$ cat src/rtl/mult_pkg.sv
// Shared types and constants for the 16x16 sequential multiplier controller.
// Shift amounts are expressed in half-word units of the core operand width.
package mult_pkg;

    localparam int MULT_HALF_W = 8;

    typedef enum logic [1:0] {
        IDLE,
        MUL,
        DONE
    } state_t;

    typedef logic [1:0] step_t;

    localparam step_t STEP_FIRST = 2'd0;
    localparam step_t STEP_LAST  = 2'd3;

    localparam int unsigned SH_LL = 0;
    localparam int unsigned SH_LH = 1;
    localparam int unsigned SH_HL = 1;
    localparam int unsigned SH_HH = 2;

    function automatic int unsigned step_shift(step_t s);
        int unsigned sh;
        sh = SH_LL;
        unique case (s)
            2'd0: sh = SH_LL;
            2'd1: sh = SH_LH;
            2'd2: sh = SH_HL;
            2'd3: sh = SH_HH;
        endcase
        return sh;
    endfunction

endpackage

$ cat src/rtl/mult16_seq_ctrl_if.sv
// Operand/result handshakes plus the external 8x8 core connection.
// slave is the controller side, master is the source/sink/core side.
interface mult16_seq_ctrl_if
    import mult_pkg::*;
#(
    parameter int HALF_W = MULT_HALF_W
);
    logic                  in_valid;
    logic                  in_ready;
    logic [2*HALF_W-1:0]   A;
    logic [2*HALF_W-1:0]   B;
    logic [HALF_W-1:0]     core_X;
    logic [HALF_W-1:0]     core_Y;
    logic [2*HALF_W-1:0]   core_P;
    logic                  res_valid;
    logic                  res_ready;
    logic [4*HALF_W-1:0]   P;
    logic                  busy;

    modport slave (
        input  in_valid,
        output in_ready,
        input  A,
        input  B,
        output core_X,
        output core_Y,
        input  core_P,
        output res_valid,
        input  res_ready,
        output P,
        output busy
    );

    modport master (
        output in_valid,
        input  in_ready,
        output A,
        output B,
        input  core_X,
        input  core_Y,
        output core_P,
        input  res_valid,
        output res_ready,
        input  P,
        input  busy
    );

endinterface

$ cat src/rtl/mult_acc_unit.sv
// Shift-add accumulator for the four partial products.
// The shift depends only on the step index; width leaves room for the full product.
module mult_acc_unit
    import mult_pkg::*;
#(
    parameter int HALF_W = MULT_HALF_W
) (
    input  logic                clk,
    input  logic                rst_n,
    input  logic                i_clr,
    input  logic                i_add,
    input  step_t               i_step,
    input  logic [2*HALF_W-1:0] i_core_p,
    output logic [4*HALF_W-1:0] o_acc
);

    logic [4*HALF_W-1:0] r_acc;
    logic [4*HALF_W-1:0] w_ext;
    logic [4*HALF_W-1:0] w_shifted;

    assign w_ext     = {{(2*HALF_W){1'b0}}, i_core_p};
    assign w_shifted = w_ext << (HALF_W * step_shift(i_step));

    always_ff @(posedge clk or negedge rst_n) begin
        if (!rst_n) begin
            r_acc <= '0;
        end else if (i_clr) begin
            r_acc <= '0;
        end else if (i_add) begin
            r_acc <= r_acc + w_shifted;
        end
    end

    assign o_acc = r_acc;

endmodule

$ cat src/rtl/mult16_seq_ctrl.sv
// Sequencer for a 16x16 product using one external 8x8 core over four steps.
// Each step holds the operands CORE_LAT+1 cycles and accumulates on the last.
module mult16_seq_ctrl
    import mult_pkg::*;
#(
    parameter int HALF_W   = MULT_HALF_W,
    parameter int CORE_LAT = 0
) (
    input  logic              clk,
    input  logic              rst_n,
    mult16_seq_ctrl_if.slave  bus
);

    localparam logic [1:0] LAT = 2'(CORE_LAT);

    state_t              r_state;
    step_t               r_step;
    logic [1:0]          r_wait;
    logic [2*HALF_W-1:0] r_a;
    logic [2*HALF_W-1:0] r_b;
    logic [HALF_W-1:0]   r_x;
    logic [HALF_W-1:0]   r_y;
    logic                r_in_ready;
    logic                r_res_valid;
    logic                r_busy;

    logic                w_accept;
    logic                w_step_end;
    step_t               w_step_nxt;
    logic [HALF_W-1:0]   w_x_nxt;
    logic [HALF_W-1:0]   w_y_nxt;
    logic [4*HALF_W-1:0] w_acc;

    assign w_accept   = (r_state == IDLE) && bus.in_valid && r_in_ready;
    assign w_step_end = (r_state == MUL) && (r_wait == LAT);
    assign w_step_nxt = r_step + 2'd1;

    // step bit1 picks the A half, bit0 picks the B half
    always_comb begin
        w_x_nxt = r_a[HALF_W-1:0];
        w_y_nxt = r_b[HALF_W-1:0];
        if (w_step_nxt[1]) w_x_nxt = r_a[2*HALF_W-1:HALF_W];
        if (w_step_nxt[0]) w_y_nxt = r_b[2*HALF_W-1:HALF_W];
    end

    always_ff @(posedge clk or negedge rst_n) begin
        if (!rst_n) begin
            r_state     <= IDLE;
            r_step      <= STEP_FIRST;
            r_wait      <= '0;
            r_a         <= '0;
            r_b         <= '0;
            r_x         <= '0;
            r_y         <= '0;
            r_in_ready  <= 1'b1;
            r_res_valid <= 1'b0;
            r_busy      <= 1'b0;
        end else begin
            unique case (r_state)
                IDLE: begin
                    if (w_accept) begin
                        r_a        <= bus.A;
                        r_b        <= bus.B;
                        r_x        <= bus.A[HALF_W-1:0];
                        r_y        <= bus.B[HALF_W-1:0];
                        r_step     <= STEP_FIRST;
                        r_wait     <= '0;
                        r_in_ready <= 1'b0;
                        r_busy     <= 1'b1;
                        r_state    <= MUL;
                    end
                end
                MUL: begin
                    if (w_step_end) begin
                        r_wait <= '0;
                        if (r_step == STEP_LAST) begin
                            r_x         <= '0;
                            r_y         <= '0;
                            r_res_valid <= 1'b1;
                            r_state     <= DONE;
                        end else begin
                            r_step <= w_step_nxt;
                            r_x    <= w_x_nxt;
                            r_y    <= w_y_nxt;
                        end
                    end else begin
                        r_wait <= r_wait + 2'd1;
                    end
                end
                DONE: begin
                    if (bus.res_ready) begin
                        r_res_valid <= 1'b0;
                        r_busy      <= 1'b0;
                        r_in_ready  <= 1'b1;
                        r_step      <= STEP_FIRST;
                        r_state     <= IDLE;
                    end
                end
                default: begin
                    r_state <= IDLE;
                end
            endcase
        end
    end

    mult_acc_unit #(
        .HALF_W (HALF_W)
    ) u_acc (
        .clk      (clk),
        .rst_n    (rst_n),
        .i_clr    (w_accept),
        .i_add    (w_step_end),
        .i_step   (r_step),
        .i_core_p (bus.core_P),
        .o_acc    (w_acc)
    );

    assign bus.in_ready  = r_in_ready;
    assign bus.res_valid = r_res_valid;
    assign bus.busy      = r_busy;
    assign bus.core_X    = r_x;
    assign bus.core_Y    = r_y;
    // accumulator is only exposed while the result is offered
    assign bus.P         = r_res_valid ? w_acc : '0;

endmodule

$ cat src/flat_wrapper.sv
// flat-port wrapper written by rule: the top's interface ports become plain ports
module mult16_seq_ctrl_flat import mult_pkg::*;
#(
    parameter int HALF_W   = MULT_HALF_W,
    parameter int CORE_LAT = 0
)
  (clk, rst_n, bus_in_valid, bus_in_ready, bus_A, bus_B, bus_core_X, bus_core_Y, bus_core_P, bus_res_valid, bus_res_ready, bus_P, bus_busy);
  mult16_seq_ctrl_if #(.HALF_W(HALF_W)) bus_i ();
  input  logic clk;
  input  logic rst_n;
  input wire logic [$bits(bus_i.in_valid)-1:0] bus_in_valid;
  output wire logic [$bits(bus_i.in_ready)-1:0] bus_in_ready;
  input wire logic [$bits(bus_i.A)-1:0] bus_A;
  input wire logic [$bits(bus_i.B)-1:0] bus_B;
  output wire logic [$bits(bus_i.core_X)-1:0] bus_core_X;
  output wire logic [$bits(bus_i.core_Y)-1:0] bus_core_Y;
  input wire logic [$bits(bus_i.core_P)-1:0] bus_core_P;
  output wire logic [$bits(bus_i.res_valid)-1:0] bus_res_valid;
  input wire logic [$bits(bus_i.res_ready)-1:0] bus_res_ready;
  output wire logic [$bits(bus_i.P)-1:0] bus_P;
  output wire logic [$bits(bus_i.busy)-1:0] bus_busy;
  assign bus_i.in_valid = bus_in_valid;
  assign bus_in_ready = bus_i.in_ready;
  assign bus_i.A = bus_A;
  assign bus_i.B = bus_B;
  assign bus_core_X = bus_i.core_X;
  assign bus_core_Y = bus_i.core_Y;
  assign bus_i.core_P = bus_core_P;
  assign bus_res_valid = bus_i.res_valid;
  assign bus_i.res_ready = bus_res_ready;
  assign bus_P = bus_i.P;
  assign bus_busy = bus_i.busy;
  mult16_seq_ctrl #(.HALF_W(HALF_W), .CORE_LAT(CORE_LAT)) u_core (.clk(clk), .rst_n(rst_n), .bus(bus_i));
endmodule
$ cat config.mk
export PLATFORM = sky130hd
export DESIGN_NAME = mult16_seq_ctrl_flat
export DESIGN_NICKNAME = d
export VERILOG_FILES = /design/src/rtl/mult_pkg.sv /design/src/rtl/mult16_seq_ctrl_if.sv /design/src/rtl/mult_acc_unit.sv /design/src/rtl/mult16_seq_ctrl.sv /design/src/flat_wrapper.sv
export SDC_FILE = /design/constraint.sdc
export NUM_CORES = 1
export LEC_CHECK = 0
export CAP_MARGIN = 20
export CORE_ASPECT_RATIO = 0.6
export CORE_UTILIZATION = 40
export CTS_BUF_LIST = sky130_fd_sc_hd__clkbuf_4
export DETAILED_ROUTE_END_ITERATION = 10
export GPL_TIMING_DRIVEN = 0
export PLACE_DENSITY_LB_ADDON = 0.3
export SYNTH_ARGS = -nofsm -noshare
export SYNTH_HDL_FRONTEND = slang
export SYNTH_HIERARCHICAL = 1
export SYNTH_SLANG_ARGS = --single-unit
$ cat constraint.sdc
create_clock -name clk -period 3.65 [get_ports clk]
set_input_delay 0.5475 -clock clk [delete_from_list [all_inputs] [get_ports clk]]
set_output_delay 0.5475 -clock clk [all_outputs]
set_load 0.01 [all_outputs]
==> results.sh <==
export IMPL_period_share=0.9852
export IMPL_tritoncts="yes"
export IMPL_synth_cells=638
export IMPL_holdBufCountCts=0
export IMPL_setup_tns_final_ps=0
export IMPL_h_tree_depth=3
export IMPL_clk_latency_ps=450
export IMPL_drive_gt1_frac=0.1974
export IMPL_critPathLaunchType="flip-flop"
export IMPL_crit_family="compound AO/OA/AOI/OAI gates"
export IMPL_worst_pin_slew_ps=991.4
export IMPL_regArea_sq_mm=0.002228
export IMPL_final_area_sq_mm=0.007979
export IMPL_postSynthAreaPerCell_sq_um=9.651
export IMPL_track_usage=0.2385
export IMPL_avgRoutedWirePerCell_um=19.33
export IMPL_ys_flop_type="dfrtp_1"
export IMPL_fin_ws_ps=53.88
export IMPL_fp_dieW_um=162.2
export IMPL_clk_path_buf_depth=2
export IMPL_post_route_util=0.5405
export IMPL_place_gp_congestion=0.9018
export IMPL_worst_path_largest_cell_delay_ps=450
export IMPL_fillers=1302
export IMPL_path_buf_inv=2
export IMPL_critPathSlowestCell="dfrtp_1"
export IMPL_core_sq_mm=0.01476
export IMPL_postSynth_asyncResetShare=1.000
export IMPL_drc=0
export IMPL_ys_ff_latch=89
export IMPL_critPathKind="reg -> reg"
export IMPL_syn_cell_area_sq_mm=0.006157
export IMPL_place_area_sq_mm=0.007451
export IMPL_viasPerCell=5.577
export IMPL_firstDrtPassIters=5
export IMPL_fmax_ghz=0.2781
export IMPL_syn_nets=726
export IMPL_ys_seq_area_frac=0.3619
export IMPL_grt_pass1_wl_mm=29.31
export IMPL_grt_max_degree=52
export IMPL_arrival_ps=3950
export IMPL_drv_slew=0
export IMPL_status="complete, no violations"
export IMPL_numCtsBuffers=9
export IMPL_yosysUniqueCellTypes=67
export IMPL_rsz0062_at_grt="yes"
export IMPL_pin_count=103
export IMPL_area_growth_pct=29.59
export IMPL_power_leakage_nw=3.427
export IMPL_drt_iter0_markers=417
export IMPL_slew_headroom=0.3391
export IMPL_clkTransAtPathRegs_ps=150
export IMPL_dieHeight_um=98.11
export IMPL_routed_wirelength_mm=18.64
export IMPL_antenna_found_initial=1
export IMPL_layout_nets=848
export IMPL_critPathMaxFanout=7
export IMPL_port_buffers=102
export IMPL_row_count=34
export IMPL_cp_required_ps=4000
export IMPL_clkSinkCount=89
export IMPL_cpMostUsedCell="ha_4"
export IMPL_ant_nets=0
export IMPL_final_cell_count_no_fill=964
export IMPL_preCtsSetupSlack_ps=-771.6
export IMPL_num_vias=5376
export IMPL_yosysWarnings=6
export IMPL_die_area_sq_mm=0.01591
export IMPL_drv_cap=0
export IMPL_start_util=0.4171
export IMPL_cp_cell_sequence="ha_4 > buf_8 > nor2_4 > and2_4 > ha_4 > inv_2 > fa_2 > and2b_2 > o31ai_4 > a211o_1 > o21ai_4 > a311oi_4 > o21ai_2 > a21boi_1 > xor2_1 > o21ai_1"
export IMPL_fin_worst_skew_ps=34.50
export IMPL_fin_crit_ps=3596
export IMPL_vdd_drop_max_mv=0.1474
export IMPL_grt_remaining_overflow=0
export IMPL_dp_cells=939
export IMPL_synth_edf_count=0
export IMPL_final_hold_violation_count=0
export IMPL_hold_path_class="in -> async"
export IMPL_clock_root_buffer="clkbuf_4"
export IMPL_setup_viol=0
export IMPL_multi_input_area_sq_mm=0.003951
export IMPL_dp_hpwl_mm=13.84
export IMPL_grt_pass1_vias=5378
export IMPL_p_per_area_mw_per_mm2=225.3
export IMPL_setup_worst_path_end_class="flip-flop"
## kinds of logic after synthesis
kind of cell,share of synthesized area
AOI/OAI and AO/OA,0.1843
buffers and inverters,0.04003
xor gates and xnor gates,0.03556
DFF,0.3619
adders and majority gates,0.07438
and+or+nand+nor,0.1591
muxes,0.1447
## per-layer routing
metal	part of all wire	up-vias	GRT usage
met1	0.48	2604	0.3578
met4	0.0078	0	0.05660
met2	0.42	223	0.3328
li1	-	2534	-
met5	0	-	0
met3	0.089	15	0.06839
## placed cells by master (no fill, tap or decap), types with 3 or more instances in the layout
cell type	count
a211oi_1	9
a21o_1	24
a21oi_1	33
a21oi_2	9
a22o_1	8
and2_1	38
and3_1	3
buf_2	5
buf_4	19
buf_6	5
clkbuf_1	14
clkbuf_4	9
clkdlybuf4s50_1	101
dfrtp_1	88
ha_1	23
ha_2	3
ha_4	9
inv_1	13
mux2_2	46
mux2i_1	29
mux2i_2	4
nand2_1	35
nand2b_1	4
nand3_1	10
nand3b_1	3
nand4_1	6
nor2_1	55
nor2_2	5
nor2b_1	16
nor3_1	4
o21ai_0	13
o21ai_1	9
o2bb2ai_1	18
xnor2_1	13
xor2_1	11
## cells in the mapped netlist, types with 5 or more instances
cell type   n  share of area
dfrtp_1    88           0.36
nor2_1     62          0.038
mux2_2     46          0.084
and2_1     40          0.041
a21oi_1    38          0.031
ha_1       35          0.071
mux2i_1    35          0.057
nand2_1    35          0.021
clkbuf_1   25          0.015
a21o_1     24          0.029
o21ai_0    20          0.016
o2bb2ai_1  18          0.026
nor2b_1    16          0.016
inv_1      14         0.0085
xnor2_1    14          0.020
xor2_1     11          0.016
a211oi_1   10          0.012
nand3_1    10         0.0081
a22o_1      8          0.011
nand4_1     6         0.0061
buf_2       5         0.0041
## where the power goes
group,switching (W),internal [W],leakage (nW)
clock network,0.000377,0.000215,0.0721
logic,0.000105,0.000111,2.28
registers,0.00000158,0.000988,1.08
## flip-flops by register name (all words and copies together), names as in the netlist
register and flops:
u_core/r_state 2, u_core/r_b 16, u_core/r_step 2, u_core/r_wait 2, u_core/bus.core_Y 8, u_core/bus.busy 1
u_core/r_a 16, u_core/bus.in_ready 1, u_core/bus.res_valid 1, u_core/bus.core_X 8, u_core/u_acc/o_acc 32
## metrics by stage
step	total power, W	hold WS (ps)
detailed placement	0.001201	490.7
global placement	0.001194	473.6
global route	0.001873	77.41
CTS	0.001804	57.72
floorplan	0.001090	251.9
finish	0.001798	67.91
## timing repair
action,CTS,global route
pin swaps,10,22
gates resized for setup,25,50
buffers inserted,8,8
setup endpoints to repair,19,11
## path summary, 6_finish.rpt
| kind | start | endpoint | slack (ps) | cells after the start |
|---|---|---|---|---|
| setup / recovery | u_core/r_step[0]$_DFFE_PN0P_ | u_core/u_acc/o_acc[26]$_DFFE_PN0P_ | 50 | 16 |
| hold / removal | rst_n | u_core/u_acc/o_acc[0]$_DFFE_PN0P_ | 70 | 1 |
| setup reg to reg | u_core/r_step[0]$_DFFE_PN0P_ | u_core/u_acc/o_acc[26]$_DFFE_PN0P_ | 50 | 16 |
| hold reg to reg | u_core/r_a[0]$_DFFE_PN0P_ | u_core/r_a[0]$_DFFE_PN0P_ | 530 | 1 |
| max in group asynchronous | rst_n | u_core/r_a[2]$_DFFE_PN0P_ | 2910 | 2 |
| min in group clk | u_core/r_a[0]$_DFFE_PN0P_ | u_core/r_a[0]$_DFFE_PN0P_ | 530 | 1 |
## area by class of cell
class	instances	share of cell area
Antenna cell	1	0.0003136
Tap cell	198	0.03105
Clock inverter	7	0.009722
Inverter	15	0.007057
Clock buffer	9	0.008468
Timing Repair Buffer	119	0.1466
Buffer	31	0.02227
Multi-Input combinational cell	495	0.4952
Sequential cell	89	0.2793
Note: power is estimated with default switching activity, not from simulation.
